--- src/rtl/lsu_if.sv ---
// Request and bus signals of the Polaris load/store unit.
// slave is the LSU side; master is the execute stage / bus side.
interface lsu_if;
  logic        req_i;
  logic        we_i;
  logic [1:0]  size_i;
  logic        signed_i;
  logic [63:0] adr_i;
  logic [63:0] sdat_i;
  logic        ack_i;
  logic [15:0] dat_i;
  logic [63:0] adr_o;
  logic [15:0] dat_o;
  logic [1:0]  size_o;
  logic        we_o;
  logic        vda_o;
  logic        busy_o;
  logic        done_o;
  logic        misaligned_o;
  logic [63:0] rdat_o;

  modport slave (
    input  req_i, we_i, size_i, signed_i, adr_i, sdat_i, ack_i, dat_i,
    output adr_o, dat_o, size_o, we_o, vda_o, busy_o, done_o, misaligned_o, rdat_o
  );

  modport master (
    output req_i, we_i, size_i, signed_i, adr_i, sdat_i, ack_i, dat_i,
    input  adr_o, dat_o, size_o, we_o, vda_o, busy_o, done_o, misaligned_o, rdat_o
  );
endinterface

--- src/rtl/lsu.sv ---
// Polaris load/store unit: splits one byte/half/word/dword request into
// byte or halfword cycles on a 16-bit bus, extends load data, pauses fetch.
// Build option LSU_MISALIGN_TRAP_EN: when defined, misaligned requests trap
// through a FAULT state; when undefined the address is aligned down instead.
module lsu (
  input  logic   clk_i,
  input  logic   reset_i,
  lsu_if.slave   bus
);

`ifdef LSU_MISALIGN_TRAP_EN
  typedef enum logic [1:0] {IDLE, BUS, DONE, FAULT} state_t;
`else
  typedef enum logic [1:0] {IDLE, BUS, DONE} state_t;
`endif

  state_t      state_q, state_d;
  logic [63:0] adr_q, sdat_q, acc_q, rdat_q;
  logic [1:0]  size_q, beat_q;
  logic        we_q, sgn_q;
  logic        accept, in_bus, last_beat, fault_go;
  logic [63:0] adr_lat, ext;

  assign accept = (state_q == IDLE) && bus.req_i;
  assign in_bus = (state_q == BUS);

`ifdef LSU_MISALIGN_TRAP_EN
  // Alignment check on the incoming request; the address is taken as-is
  always_comb begin
    fault_go = 1'b0;
    case (bus.size_i)
      2'd1:    fault_go = bus.adr_i[0];
      2'd2:    fault_go = |bus.adr_i[1:0];
      2'd3:    fault_go = |bus.adr_i[2:0];
      default: fault_go = 1'b0;
    endcase
    adr_lat = bus.adr_i;
  end
`else
  // No trap: force the address down to the natural boundary of the size
  always_comb begin
    fault_go = 1'b0;
    adr_lat  = bus.adr_i;
    case (bus.size_i)
      2'd1:    adr_lat[0]   = 1'b0;
      2'd2:    adr_lat[1:0] = 2'b00;
      2'd3:    adr_lat[2:0] = 3'b000;
      default: adr_lat      = bus.adr_i;
    endcase
  end
`endif

  // Final beat of the latched access: byte/half 1, word 2, dword 4
  always_comb begin
    case (size_q)
      2'd2:    last_beat = (beat_q == 2'd1);
      2'd3:    last_beat = (beat_q == 2'd3);
      default: last_beat = (beat_q == 2'd0);
    endcase
  end

  // Load result extension from the accumulator
  always_comb begin
    case (size_q)
      2'd0:    ext = {{56{sgn_q & acc_q[7]}},  acc_q[7:0]};
      2'd1:    ext = {{48{sgn_q & acc_q[15]}}, acc_q[15:0]};
      2'd2:    ext = {{32{sgn_q & acc_q[31]}}, acc_q[31:0]};
      default: ext = acc_q;
    endcase
  end

  // State register
  always_ff @(posedge clk_i or posedge reset_i) begin
    if (reset_i) state_q <= IDLE;
    else         state_q <= state_d;
  end

  // Next-state logic
  always_comb begin
    state_d = state_q;
    case (state_q)
      IDLE:    if (bus.req_i) state_d = fault_go ? state_t'(2'd3) : BUS;
      BUS:     if (bus.ack_i && last_beat) state_d = DONE;
      DONE:    state_d = IDLE;
      default: state_d = IDLE;
    endcase
  end

  // Request latch, beat counter, load accumulator and result register
  always_ff @(posedge clk_i or posedge reset_i) begin
    if (reset_i) begin
      adr_q  <= '0;
      sdat_q <= '0;
      size_q <= '0;
      we_q   <= 1'b0;
      sgn_q  <= 1'b0;
      beat_q <= '0;
      acc_q  <= '0;
      rdat_q <= '0;
    end else begin
      if (accept) begin
        adr_q  <= adr_lat;
        sdat_q <= bus.sdat_i;
        size_q <= bus.size_i;
        we_q   <= bus.we_i;
        sgn_q  <= bus.signed_i;
        beat_q <= '0;
      end
      if (in_bus && bus.ack_i) begin
        if (!we_q)
          acc_q[{beat_q, 4'b0000} +: 16] <= (size_q == 2'd0) ? {8'h00, bus.dat_i[7:0]} : bus.dat_i;
        if (!last_beat) beat_q <= beat_q + 2'd1;
      end
      if (state_q == DONE && !we_q) rdat_q <= ext;
    end
  end

  // Bus and status outputs, all derived from registered state
  always_comb begin
    bus.vda_o  = in_bus;
    bus.size_o = in_bus ? ((size_q == 2'd0) ? 2'b01 : 2'b10) : 2'b00;
    bus.adr_o  = in_bus ? adr_q + {61'd0, beat_q, 1'b0} : 64'd0;
    bus.dat_o  = 16'd0;
    if (in_bus)
      bus.dat_o = (size_q == 2'd0) ? {8'h00, sdat_q[7:0]} : sdat_q[{beat_q, 4'b0000} +: 16];
    bus.we_o   = in_bus & we_q;
    bus.busy_o = accept | in_bus;
    bus.done_o = (state_q == DONE);
`ifdef LSU_MISALIGN_TRAP_EN
    bus.misaligned_o = (state_q == state_t'(2'd3));
`else
    bus.misaligned_o = 1'b0;
`endif
    bus.rdat_o = rdat_q;
  end

endmodule

--- src/flat_wrapper.sv ---
// flat-port wrapper written by rule: the top's interface ports become plain ports
module lsu_flat 
  (clk_i, reset_i, bus_req_i, bus_we_i, bus_size_i, bus_signed_i, bus_adr_i, bus_sdat_i, bus_ack_i, bus_dat_i, bus_adr_o, bus_dat_o, bus_size_o, bus_we_o, bus_vda_o, bus_busy_o, bus_done_o, bus_misaligned_o, bus_rdat_o);
  lsu_if bus_i ();
  input  logic clk_i;
  input  logic reset_i;
  input wire logic [$bits(bus_i.req_i)-1:0] bus_req_i;
  input wire logic [$bits(bus_i.we_i)-1:0] bus_we_i;
  input wire logic [$bits(bus_i.size_i)-1:0] bus_size_i;
  input wire logic [$bits(bus_i.signed_i)-1:0] bus_signed_i;
  input wire logic [$bits(bus_i.adr_i)-1:0] bus_adr_i;
  input wire logic [$bits(bus_i.sdat_i)-1:0] bus_sdat_i;
  input wire logic [$bits(bus_i.ack_i)-1:0] bus_ack_i;
  input wire logic [$bits(bus_i.dat_i)-1:0] bus_dat_i;
  output wire logic [$bits(bus_i.adr_o)-1:0] bus_adr_o;
  output wire logic [$bits(bus_i.dat_o)-1:0] bus_dat_o;
  output wire logic [$bits(bus_i.size_o)-1:0] bus_size_o;
  output wire logic [$bits(bus_i.we_o)-1:0] bus_we_o;
  output wire logic [$bits(bus_i.vda_o)-1:0] bus_vda_o;
  output wire logic [$bits(bus_i.busy_o)-1:0] bus_busy_o;
  output wire logic [$bits(bus_i.done_o)-1:0] bus_done_o;
  output wire logic [$bits(bus_i.misaligned_o)-1:0] bus_misaligned_o;
  output wire logic [$bits(bus_i.rdat_o)-1:0] bus_rdat_o;
  assign bus_i.req_i = bus_req_i;
  assign bus_i.we_i = bus_we_i;
  assign bus_i.size_i = bus_size_i;
  assign bus_i.signed_i = bus_signed_i;
  assign bus_i.adr_i = bus_adr_i;
  assign bus_i.sdat_i = bus_sdat_i;
  assign bus_i.ack_i = bus_ack_i;
  assign bus_i.dat_i = bus_dat_i;
  assign bus_adr_o = bus_i.adr_o;
  assign bus_dat_o = bus_i.dat_o;
  assign bus_size_o = bus_i.size_o;
  assign bus_we_o = bus_i.we_o;
  assign bus_vda_o = bus_i.vda_o;
  assign bus_busy_o = bus_i.busy_o;
  assign bus_done_o = bus_i.done_o;
  assign bus_misaligned_o = bus_i.misaligned_o;
  assign bus_rdat_o = bus_i.rdat_o;
  lsu u_core (.clk_i(clk_i), .reset_i(reset_i), .bus(bus_i));
endmodule
--- config.mk ---
export PLATFORM = sky130hd
export DESIGN_NAME = lsu_flat
export DESIGN_NICKNAME = d
export VERILOG_FILES = /design/src/rtl/lsu_if.sv /design/src/rtl/lsu.sv /design/src/flat_wrapper.sv
export SDC_FILE = /design/constraint.sdc
export NUM_CORES = 1
export LEC_CHECK = 0
export CORE_ASPECT_RATIO = 0.6
export CORE_MARGIN = 2
export CORE_UTILIZATION = 45
export CTS_CLUSTER_DIAMETER = 100
export DETAILED_ROUTE_END_ITERATION = 16
export GPL_ROUTABILITY_DRIVEN = 0
export GPL_TIMING_DRIVEN = 0
export PLACE_DENSITY = 0.85
export SYNTH_ARGS = -nofsm -noshare
export SYNTH_HDL_FRONTEND = slang
export SYNTH_SLANG_ARGS = --single-unit
--- constraint.sdc ---
create_clock -name clk_i -period 8.1 [get_ports clk_i]
set_input_delay 1.215 -clock clk_i [delete_from_list [all_inputs] [get_ports clk_i]]
set_output_delay 1.215 -clock clk_i [all_outputs]
set_load 0.01 [all_outputs]
==> metrics list <==
- Dividing the synthesized area by the synthesized cell count gives 8.71 sq um.
- Total count of max-transition violations in the final report: 0
- The via count of the first global-routing pass came to 11.4k.
- Chip Width: ~220 um
- Portion of the clock cycle consumed by the worst path in the final layout: 63.8%
* Netlist Area Pre-Place: 12400 sq um
- Area enclosed by the die boundary: 29000 sq um
* Worst flop-to-flop path startpoint: u_core.beat_q[1]
- The worst register-to-register path ends at u_core.acc_q[32].
* Area growth from synthesis to final layout: 36.4%
- Worst-case clock buffer depth: 3
- The netlist uses 45 different library cells.
* Number of vias in the routed layout: roughly 12k
- Leaving out fill and tap cells, the most frequent cells in the layout are 547 x nand2_1, 301 x clkdlybuf4s50_1, 264 x dfrtp_1, 114 x nor2_1, 79 x clkbuf_1.
- Total number of yosys warnings: 0
* Power density relative to cell area: 380 nW/um^2
- The wire-length estimate of the detail-placed layout is between 30000 and 40000 um.
- Final core occ: between 60% and 70%
- Total of cells resized after clock tree synthesis: 0
- The path class of the tightest hold or removal check is reg2reg.
* Final Hold Violating Endpoints: 0
* Sort of element at the end of the critical path: primary output
* Min Clock Period, post-route: between 5 and 6 ns
- In this run the number of H-tree levels came out at 1.
- Summed over all layers, the routed wires come to 41200 um.
- Launching element type of the critical path: flip-flop
* Share of layout cells above drive strength 1: roughly 4.9%
- Drt drc: 0
- Hold repair after CTS inserted 0 buffers.
* Number of nets with antenna violations after routing: 0
* Post-Syn Nets: 1587
- Cells taking the most area after synthesis: dfrtp_1 53%, nand2_1 17%, nor2_1 3.4%
- Status: finished clean
* Number of placed I/O pins: between 300 and 400
- Leftover overflow at the end of global routing: 0
- In this run, synthesis produced a sequential element count of roughly 260.
- The setup check on the worst reg-to-reg path leaves a slack of about 4.5 ns.
- Average wire per cell in the routed design: 19.2 um
* Core outline area: 27300 sq um
* Post-CTS setup repair buffer count: 0
- At the worst endpoint, the required time is 6.88 ns.
* Max-cap viol count: 0
- Synthesis produced 1427 cells.
- The first global-routing pass estimated 63300 um of wire.
- Initial DRC count: 1409
* Crit path from: u_core.beat_q[1]
* Setup TNS Final: 0 ns
* Number of clock sinks: 264
- The count of buffers added on input and output ports is 301.
- Entering global routing, the biggest net connects 45 pins.
- After clock tree synthesis, the clock-pin slew on the worst setup and hold paths is 0.06 ns.
* VDD IR-drop max: 0.179 mV
* Number of buffers created by CTS: 26
- In this run, synthesis inferred 0 flip-flops with an integrated enable.
* Primary flip-flop cell chosen by synthesis mapping: dfrtp_1
* Post-synthesis sequential area ratio: a little over half
- The filler cells instantiated in the layout total ~2.3k.
* Total Routing Usage GR: 28.3%
- Slew headroom: 27.7%
* Leading cell type in the layout, fill and taps excluded: nand2_1
- Setup violations remaining at the end of the flow were counted as 0.
- Worst clock skew: between 0.015 and 0.02 ns
- TritonCTS built the clock tree.
- Slew at the pin with the worst max-slew slack: 1.08 ns
- The first detailed-routing pass ran for 6 iterations.
- The most critical setup path has its endpoint at bus_adr_o[62].
* Standby leakage power: 7.42 nW
- In this run the biggest area consumer among cell types represents 53.2% of the synthesized area.
* Worst Reg2Reg Path Length in Cells: 8
- Root buffer cell: clkbuf_16
* Unrepaired setup endpoints after global routing: false
* Row count: 47
- For this run, the top clock speed supported by timing is 194 MHz.
- CP Max Fanout: 8
* Data arrival at the endpoint of the critical path: 3.95 ns
- Vertical die dimension: 133 um
* Via/cell ratio: 5.52
- The synthesized design spends more area on one cell type than any other, namely dfrtp_1.
- Of all flip-flops after synthesis, the portion carrying an async set or reset was 100%.
- The initial utilization of the core area, before any placement, comes to 45.4%.
* Clock insertion delay at the later pin of the skew report: 0.54 ns
* Startpoint-to-endpoint class of the critical path: reg2out
- Antenna violations before repair: 4
- Total number of nets in the final design: 1922
-- cell usage after synthesis, drive strengths merged, types with 2 or more instances --
| cell type | n |
|---|---|
| nor2b | 4 |
| inv | 15 |
| nand2 | 547 |
| nand3 | 40 |
| nor2 | 114 |
| or3 | 16 |
| o31ai | 23 |
| xor2 | 31 |
| ha | 7 |
| clkbuf | 76 |
| a21oi | 55 |
| mux4 | 16 |
| nor3 | 12 |
| mux2 | 8 |
| nor4 | 7 |
| nand4 | 27 |
| nand4b | 2 |
| and2 | 7 |
| a31oi | 32 |
| a22o | 16 |
| dfrtp | 264 |
| o21ai | 56 |
| and3 | 13 |
| nand3b | 2 |
| and4 | 2 |
| xnor2 | 10 |
| buf | 8 |
| or4 | 7 |
-- cell families after synthesis --
family                     after synthesis  share of synthesized area (%)
xor gates and xnor gates                41                           2.89
and+or+nand+nor                        803                           27.5
DFF                                    264                           53.2
muxes                                   24                           3.62
other                                    1                         0.0302
AOI/OAI and AO/OA                      187                           8.92
buffers and inverters                   99                           3.03
adders and majority gates                8                          0.866
-- stage by stage --
stage                     worst slack (ns)  hold WS [ns]  area (sq um)  instances  total power (W)
after CTS                             2.99         0.474         16900       2147          0.00645
final                                 2.93         0.472         17000       2149          0.00645
after detailed placement              3.59         0.459         16000       2101          0.00512
after global routing                  2.83         0.491         17000       2149          0.00683
after global placement                1.54         0.448         15900       2095          0.00501
after floorplan                       3.40         0.430         12400       1427          0.00369
-- layer usage --
metal,share of wire [%],vias up,track usage (%)
li1,-,5421,-
met1,44,5797,42.1
met2,43,574,41.5
met3,10,69,6.74
met4,2.6,2,7.45
met5,0.032,-,0
-- flip-flops by register name (all words and copies together), names as in the netlist --
register	cells
u_core.sgn_q	1
u_core.size_q	2
u_core.acc_q	64
u_core.beat_q	2
u_core.state_q	2
u_core.sdat_q	64
u_core.we_q	1
u_core.adr_q	64
u_core.bus.rdat_o	64
-- area by class of cell --
class,count,area (sq um),area share [%]
sequential,264,6610,39.0
multi-input combinational,1064,5450,32.1
timing repair buffer,307,3130,18.5
clock buffer,39,811,4.78
tap,367,459,2.71
buffer,84,320,1.89
clock inverter,7,113,0.664
inverter,15,60.1,0.354
antenna,2,5.00,0.0295
-- power breakdown --
group	internal (W)	switching (W)
registers	0.00186	0.000448
logic	0.00128	0.00156
clock network	0.000783	0.000525
total	0.00392	0.00253
-- worst max-delay path, cell delays in order, from the launching register on --
cell             delay, ns
dfrtp_1               0.46
ha_1                  0.32
a21oi_1               0.15
nor4_4                0.66
nand4_1               0.43
or3_1                 0.45
a21oi_1               0.33
clkdlybuf4s50_1       0.61
-- worst min-delay path by stage --
stage	from	depth (start not counted)	slack [ns]	end
floorplan	u_core.adr_q[0]	2	0.43	u_core.adr_q[0]
global placement	u_core.adr_q[0]	2	0.45	u_core.adr_q[0]
detailed placement	u_core.sdat_q[41]	2	0.46	u_core.sdat_q[41]
CTS	u_core.sdat_q[50]	2	0.47	u_core.sdat_q[50]
global route	u_core.sdat_q[53]	2	0.49	u_core.sdat_q[53]
finish	u_core.adr_q[0]	2	0.47	u_core.adr_q[0]
Power figures use the tool's default switching activity.
